===== config.mk =====
export PLATFORM = sky130hd
export DESIGN_NAME = ssd1306_spi_tx_flat
export DESIGN_NICKNAME = d
export VERILOG_FILES = /design/src/rtl/ssd1306_spi_tx_if.sv /design/src/rtl/ssd1306_spi_tx.sv /design/src/flat_wrapper.sv
export SDC_FILE = /design/constraint.sdc
export NUM_CORES = 1
export LEC_CHECK = 0
export ABC_AREA = 1
export CORE_MARGIN = 10
export CORE_UTILIZATION = 61
export CTS_CLUSTER_SIZE = 8
export DETAILED_ROUTE_END_ITERATION = 10
export GPL_TIMING_DRIVEN = 1
export PLACE_DENSITY = 0.83
export SYNTH_ARGS = -nofsm -noshare
export SYNTH_HDL_FRONTEND = slang
export SYNTH_SLANG_ARGS = --single-unit

===== constraint.sdc =====
create_clock -name clk_i -period 2.7 [get_ports clk_i]
set_input_delay 0.27 -clock clk_i [delete_from_list [all_inputs] [get_ports clk_i]]
set_output_delay 0.27 -clock clk_i [all_outputs]
set_load 0.05 [all_outputs]

===== src/rtl/ssd1306_spi_tx_if.sv =====
`default_nettype none
// ============================================================================
// Module : ssd1306_spi_tx_if
// Desc   : Host push port, FIFO status and SSD1306 SPI pins for ssd1306_spi_tx.
// Rev    : 1.0
// ============================================================================
interface ssd1306_spi_tx_if #(
    parameter int FIFO_DEPTH = 16
) ();
    localparam int LW = $clog2(FIFO_DEPTH) + 1;

    logic          wr_i;
    logic          dc_i;
    logic [7:0]    data_i;
    logic          full_o;
    logic          empty_o;
    logic [LW-1:0] level_o;
    logic          busy_o;
    logic          ovf_o;
    logic          ss_o;
    logic          scl_o;
    logic          mosi_o;
    logic          dc_o;

    modport master (
        output wr_i, dc_i, data_i,
        input  full_o, empty_o, level_o, busy_o, ovf_o,
        input  ss_o, scl_o, mosi_o, dc_o
    );

    modport slave (
        input  wr_i, dc_i, data_i,
        output full_o, empty_o, level_o, busy_o, ovf_o,
        output ss_o, scl_o, mosi_o, dc_o
    );
endinterface

`default_nettype wire


===== src/rtl/ssd1306_spi_tx.sv =====
`default_nettype none
// ============================================================================
// Module : ssd1306_spi_tx
// Desc   : FIFO-fed SPI mode-0 transmitter driving SSD1306 ss/scl/mosi/dc.
// Rev    : 1.0
// ============================================================================
module ssd1306_spi_tx #(
    parameter int CLK_DIV    = 4,
    parameter int FIFO_DEPTH = 16,
    parameter int GAP_CYCLES = 4
) (
    input  logic            clk_i,
    input  logic            rst_i,
    ssd1306_spi_tx_if.slave bus
);
    localparam int LW   = $clog2(FIFO_DEPTH) + 1;
    localparam int AW   = $clog2(FIFO_DEPTH);
    localparam int CMAX = (CLK_DIV > GAP_CYCLES) ? CLK_DIV : GAP_CYCLES;
    localparam int CW   = $clog2(CMAX + 1);
    localparam logic [CW-1:0] c_DIV_LAST = CW'(CLK_DIV - 1);
    localparam logic [CW-1:0] c_GAP_LAST = CW'(GAP_CYCLES - 1);

    typedef enum logic [1:0] {
        ST_IDLE  = 2'd0,
        ST_SETUP = 2'd1,
        ST_SHIFT = 2'd2,
        ST_GAP   = 2'd3
    } state_t;

    logic [8:0]    r_mem [FIFO_DEPTH];
    logic [AW-1:0] r_wptr, r_rptr;
    logic [LW-1:0] r_level;
    logic          r_ovf, r_busy;

    state_t        r_state, w_state_n;
    logic [CW-1:0] r_cnt, w_cnt_n;
    logic [2:0]    r_bit, w_bit_n;
    logic [7:0]    r_sh, w_sh_n;
    logic          r_ss, w_ss_n;
    logic          r_scl, w_scl_n;
    logic          r_mosi, w_mosi_n;
    logic          r_dc, w_dc_n;

    logic          w_full, w_empty, w_push, w_pop;
    logic [8:0]    w_head;

    assign w_full  = (r_level == LW'(FIFO_DEPTH));
    assign w_empty = (r_level == '0);
    assign w_push  = bus.wr_i & ~w_full;
    assign w_head  = r_mem[r_rptr];

    always_ff @(posedge clk_i) begin
        if (w_push) begin
            r_mem[r_wptr] <= {bus.dc_i, bus.data_i};
        end
    end

    always_ff @(posedge clk_i or posedge rst_i) begin
        if (rst_i) begin
            r_wptr  <= '0;
            r_rptr  <= '0;
            r_level <= '0;
            r_ovf   <= 1'b0;
            r_busy  <= 1'b0;
        end else begin
            if (w_push) r_wptr <= r_wptr + AW'(1);
            if (w_pop)  r_rptr <= r_rptr + AW'(1);
            case ({w_push, w_pop})
                2'b10:   r_level <= r_level + LW'(1);
                2'b01:   r_level <= r_level - LW'(1);
                default: r_level <= r_level;
            endcase
            // A write against a full FIFO is lost even if a pop frees a slot this cycle.
            if (bus.wr_i && w_full) r_ovf <= 1'b1;
            r_busy <= (r_state != ST_IDLE) || !w_empty;
        end
    end

    always_comb begin
        w_state_n = r_state;
        w_cnt_n   = r_cnt;
        w_bit_n   = r_bit;
        w_sh_n    = r_sh;
        w_ss_n    = r_ss;
        w_scl_n   = r_scl;
        w_mosi_n  = r_mosi;
        w_dc_n    = r_dc;
        w_pop     = 1'b0;
        case (r_state)
            ST_IDLE: begin
                w_ss_n  = 1'b1;
                w_scl_n = 1'b0;
                w_pop   = ~w_empty;
            end
            ST_SETUP: begin
                if (r_cnt == c_DIV_LAST) begin
                    w_cnt_n   = '0;
                    w_scl_n   = 1'b1;
                    w_bit_n   = '0;
                    w_state_n = ST_SHIFT;
                end else begin
                    w_cnt_n = r_cnt + CW'(1);
                end
            end
            ST_SHIFT: begin
                if (r_cnt == c_DIV_LAST) begin
                    w_cnt_n = '0;
                    if (r_scl) begin
                        // Falling edge: present the next bit; bit0 is held after the last fall.
                        w_scl_n = 1'b0;
                        if (r_bit != 3'd7) begin
                            w_sh_n   = {r_sh[6:0], 1'b0};
                            w_mosi_n = r_sh[6];
                        end
                    end else if (r_bit == 3'd7) begin
                        w_state_n = ST_GAP;
                    end else begin
                        w_scl_n = 1'b1;
                        w_bit_n = r_bit + 3'd1;
                    end
                end else begin
                    w_cnt_n = r_cnt + CW'(1);
                end
            end
            ST_GAP: begin
                if (r_cnt == c_GAP_LAST) begin
                    w_cnt_n = '0;
                    if (w_empty) begin
                        w_ss_n    = 1'b1;
                        w_state_n = ST_IDLE;
                    end else begin
                        w_pop = 1'b1;
                    end
                end else begin
                    w_cnt_n = r_cnt + CW'(1);
                end
            end
            default: w_state_n = ST_IDLE;
        endcase
        // Loading a new entry is the only place dc changes.
        if (w_pop) begin
            w_ss_n    = 1'b0;
            w_dc_n    = w_head[8];
            w_sh_n    = w_head[7:0];
            w_mosi_n  = w_head[7];
            w_cnt_n   = '0;
            w_state_n = ST_SETUP;
        end
    end

    always_ff @(posedge clk_i or posedge rst_i) begin
        if (rst_i) begin
            r_state <= ST_IDLE;
            r_cnt   <= '0;
            r_bit   <= '0;
            r_sh    <= '0;
            r_ss    <= 1'b1;
            r_scl   <= 1'b0;
            r_mosi  <= 1'b0;
            r_dc    <= 1'b0;
        end else begin
            r_state <= w_state_n;
            r_cnt   <= w_cnt_n;
            r_bit   <= w_bit_n;
            r_sh    <= w_sh_n;
            r_ss    <= w_ss_n;
            r_scl   <= w_scl_n;
            r_mosi  <= w_mosi_n;
            r_dc    <= w_dc_n;
        end
    end

    assign bus.full_o  = w_full;
    assign bus.empty_o = w_empty;
    assign bus.level_o = r_level;
    assign bus.busy_o  = r_busy;
    assign bus.ovf_o   = r_ovf;
    assign bus.ss_o    = r_ss;
    assign bus.scl_o   = r_scl;
    assign bus.mosi_o  = r_mosi;
    assign bus.dc_o    = r_dc;
endmodule

`default_nettype wire


===== src/flat_wrapper.sv =====
// flat-port wrapper written by rule: the top's interface ports become plain ports
module ssd1306_spi_tx_flat 
#(
    parameter int CLK_DIV    = 4,
    parameter int FIFO_DEPTH = 16,
    parameter int GAP_CYCLES = 4
)
  (clk_i, rst_i, bus_wr_i, bus_dc_i, bus_data_i, bus_full_o, bus_empty_o, bus_level_o, bus_busy_o, bus_ovf_o, bus_ss_o, bus_scl_o, bus_mosi_o, bus_dc_o);
  ssd1306_spi_tx_if #(.FIFO_DEPTH(FIFO_DEPTH)) bus_i ();
  input  logic clk_i;
  input  logic rst_i;
  input wire logic [$bits(bus_i.wr_i)-1:0] bus_wr_i;
  input wire logic [$bits(bus_i.dc_i)-1:0] bus_dc_i;
  input wire logic [$bits(bus_i.data_i)-1:0] bus_data_i;
  output wire logic [$bits(bus_i.full_o)-1:0] bus_full_o;
  output wire logic [$bits(bus_i.empty_o)-1:0] bus_empty_o;
  output wire logic [$bits(bus_i.level_o)-1:0] bus_level_o;
  output wire logic [$bits(bus_i.busy_o)-1:0] bus_busy_o;
  output wire logic [$bits(bus_i.ovf_o)-1:0] bus_ovf_o;
  output wire logic [$bits(bus_i.ss_o)-1:0] bus_ss_o;
  output wire logic [$bits(bus_i.scl_o)-1:0] bus_scl_o;
  output wire logic [$bits(bus_i.mosi_o)-1:0] bus_mosi_o;
  output wire logic [$bits(bus_i.dc_o)-1:0] bus_dc_o;
  assign bus_i.wr_i = bus_wr_i;
  assign bus_i.dc_i = bus_dc_i;
  assign bus_i.data_i = bus_data_i;
  assign bus_full_o = bus_i.full_o;
  assign bus_empty_o = bus_i.empty_o;
  assign bus_level_o = bus_i.level_o;
  assign bus_busy_o = bus_i.busy_o;
  assign bus_ovf_o = bus_i.ovf_o;
  assign bus_ss_o = bus_i.ss_o;
  assign bus_scl_o = bus_i.scl_o;
  assign bus_mosi_o = bus_i.mosi_o;
  assign bus_dc_o = bus_i.dc_o;
  ssd1306_spi_tx #(.CLK_DIV(CLK_DIV), .FIFO_DEPTH(FIFO_DEPTH), .GAP_CYCLES(GAP_CYCLES)) u_core (.clk_i(clk_i), .rst_i(rst_i), .bus(bus_i));
endmodule

==> metrics.md, run 1 <==
| Metric | Value |
|---|---|
| CP max FO | 5 |
| Synth warnings | 0 |
| I/O pin count | 25 |
| Drt drc | 0 |
| Most common cell in the synthesized netlist | nand2_1 |
| Gr ovfl total | 0 |
| # port buffers | 24 |
| EDFF count, synth | 144 |
| Most frequent CP cell | nand2_1 |
| Final Skew | 5.56 ps |
| Leakage power | 0.00391 uW |
| Yosys reg bits | 178 |
| Layout cells sized above 1 | 8.22% |
| Via count | 5576 |
| Period minus WS final | 2460 ps |
| CTS H-tree depth | 4 |
| CP max stage cell | dfrtp_1 |
| Area Overhead vs Synth | 12.9% |
| Overall Global Routing Usage | 19.8% |
| Most used DFF post-synth | edfxtp_1 |
| Pin count of the biggest net entering global routing | 76 |
| Initial antenna violation count | 0 |
| Die area | 18100 um2 |
| FP Rows | 41 |
| Fmax | 407 MHz |
| Reg power frac | 36.7% |
| Root Driver | clkbuf_16 |
| Post-cts sizing count | 0 |
| Peak supply drop | 0.000542 V |
| Max Slew Vio Count | 0 |
| Setup Buffers After CTS | 0 |
| DR WL/cell | 17.2 um |
| GPL Wtd Cong | 0.872 |
| Synth top area share | 53.9% |
| CTS tree | built |
| Vias/cell | 5.52 |
| Psw | 4010 uW |
| Final hold viol count | 0 |
| Synthesized instance count | 789 |
| Crit. End Element | flop |
| DP Wirelength | 11.1 mm |
| Post-synthesis average cell area | 10.2 um2 |
| Met3 usage | 3.52% |
| Hold Buf Count CTS | 0 |
| CTS clk-pin slew, worst paths | 60 ps |
| Net Count, Synth | 820 |
| TritonCTS Buffers | 17 |
| # diodes | 0 |
| RSZ-0062 raised after global routing | no |
| Remaining antenna violation count | 0 |
| Cells along the critical path | nor2_1, nand2_1, nor2_4, inv_1, nand2_1, ha_2, xor2_1, ha_1, inv_1, nand2_1, nand3_1, nand2_1, xor2_1, nand2_1, nand2_1 |
| GRT met1 Usage | 24.4% |
| Syn Std Cell Area | 8020 um2 |
| Yosys top cell by area | edfxtp_1 |
| Synth area leaders | edfxtp_1 54%, nand2_1 12%, dfrtp_1 10%, nand3_1 7.0%, inv_1 4.4% |
| Final setup viols | 0 |
| Max clock buf depth | 2 |
| Top cells by count, synth | 258 x nand2_1, 144 x edfxtp_1, 112 x nand3_1, 93 x inv_1, 36 x nor2_1 |
| Crit Path Class | flop to flop |
| Core Footprint | 12700 um2 |
| Sw frac | 40.0% |
| GR peak layer | met2 |
| Pint | 6030 uW |
| WP data required | 3070 ps |
| Initial DRT Pass Iterations | 5 |
| Vias in the first global route | 5442 |
| Initial cell density of the core | 63.0% |
| Clk Latency, worst-skew pair | 430 ps |
| Post-layout nets | 858 |
| Synth cell types | 34 |
| Final period util | 91.0% |
| Hold_ws | 244 ps |
| Arrival @ worst endpoint | 2830 ps |
| Pwr Density | 1110 nW/um2 |
| Worst-Margin Slew | 797 ps |
| Status | complete, no violations |
| Setup_tns | 0 ps |
| Startpoint Class | flop |
| Ys async rst share | 19.1% |
| Comb power frac | 40.4% |
| Max-Cap Viols | 0 |
| Slowest stage delay, CP | 430 ps |
| WL final | 17.4 mm |
| Min-Delay Path Class | primary input to asynchronous set/reset pin |
| Clk network pwr share | 23.0% |
| Initial DRC count | 577 |
| Sequential area share after synthesis | 64.6% |
| Power Total | 10000 uW |
| Slew headroom | 46.9% |
| Die Y | 135 um |
| First-pass GRT wire length | 28.0 mm |
| Met2 Usage GRT | 33.6% |
| Die Wd | 135 um |
| Clock sink total | 178 |
path summary, 6_finish.rpt:
check                                   endpoint                  start  slack (ps)  cells past startpoint
setup / recovery           u_core.bus.level_o[4]  u_core.bus.level_o[0]         240                     15
hold / removal                  u_core.bus.ovf_o                  rst_i         240                      3
setup reg to reg           u_core.bus.level_o[4]  u_core.bus.level_o[0]         240                     15
hold reg to reg                 u_core.bus.ovf_o       u_core.bus.ovf_o         470                      1
max in group asynchronous       u_core.r_rptr[0]                  rst_i        2110                      3
min in group clk_i              u_core.bus.ovf_o       u_core.bus.ovf_o         470                      1
cell usage in the layout, fill, tap and decap left out, types with 2 or more instances in the layout:
| cell type | count |
|---|---|
| nand2_1 | 258 |
| edfxtp_1 | 144 |
| nand3_1 | 112 |
| inv_1 | 93 |
| nor2_1 | 36 |
| dfrtp_1 | 30 |
| o21ai_0 | 27 |
| buf_4 | 25 |
| clkdlybuf4s50_1 | 24 |
| ha_1 | 18 |
| clkbuf_16 | 17 |
| xor2_1 | 10 |
| clkinv_1 | 6 |
| inv_2 | 5 |
| clkinv_2 | 4 |
| dfrtp_2 | 3 |
| xnor2_1 | 2 |
| a21oi_1 | 2 |
| clkinvlp_4 | 2 |
| bufinv_16 | 2 |
sequential cells by signal, indices dropped and copies added (netlist names), 2 cells and up:
signal and count:
u_core.r_state 2, u_core.r_wptr 4, u_core.r_mem 144, u_core.r_rptr 4
u_core.r_bit 3, u_core.r_sh 7, u_core.r_cnt 3, u_core.bus.level_o 5
final cells by class:
cell class	count	area [um2]
Sequential cell	178	5180
Fill cell	842	3670
Multi-Input combinational cell	482	2310
Timing Repair Buffer	49	428
Clock buffer	17	425
Inverter	99	372
Tap cell	172	215
Clock inverter	14	123
cells by family after synthesis:
group | count (synthesis) | synth area share (%)
and+or+nand+nor | 413 | 21.5
DFF | 178 | 64.6
buffers and inverters | 129 | 6.74
AOI/OAI and AO/OA | 38 | 2.92
adders and majority gates | 19 | 2.97
xor gates and xnor gates | 12 | 1.31
metal layers:
| metal | vias up | wire, um |
|---|---|---|
| met3 | 35 | 1290 |
| met5 | - | 0 |
| met4 | 0 | 448 |
| li1 | 2656 | - |
| met2 | 264 | 8740 |
| met1 | 2621 | 6940 |
critical path: cells and delay by family (launching register included):
kind | cells | cell delay [ps]
buffers and inverters | 2 | 80
DFF | 1 | 430
xor gates and xnor gates | 2 | 370
adders and majority gates | 2 | 490
and+or+nand+nor | 9 | 1030
power by group through the flow:
stage	Sequential, uW	Combinational [uW]	Clock (uW)
6_report	3680	4050	2310
5_1_grt	3720	4480	2420
4_1_cts	3670	4020	2310
3_5_place_dp	3720	3940	0
3_3_place_gp	3690	3780	0
2_1_floorplan	3920	2680	0
through the flow:
step	area [um2]	std cells	utilization, %	worst slack [ps]
floorplan	8020	789	-	71.6
global route	9050	1011	71.1	7.13
finish	9050	1011	71.1	243
CTS	9050	1011	71.1	194
global placement	8500	980	66.8	374
detailed placement	8500	980	66.8	229
Note: power is estimated with default switching activity, not from simulation.
==> run 2: changes to the inputs <==
--- a/config.mk
+++ b/config.mk
@@ -6,6 +6,7 @@
 export NUM_CORES = 1
 export LEC_CHECK = 0
 export ABC_AREA = 1
+export ABC_CLOCK_PERIOD_IN_PS = 2700
 export CORE_MARGIN = 10
 export CORE_UTILIZATION = 61
 export CTS_CLUSTER_SIZE = 8
==> results of run 2 <==
Same layout as run 1: the final DEF is identical, and so are final timing and power.
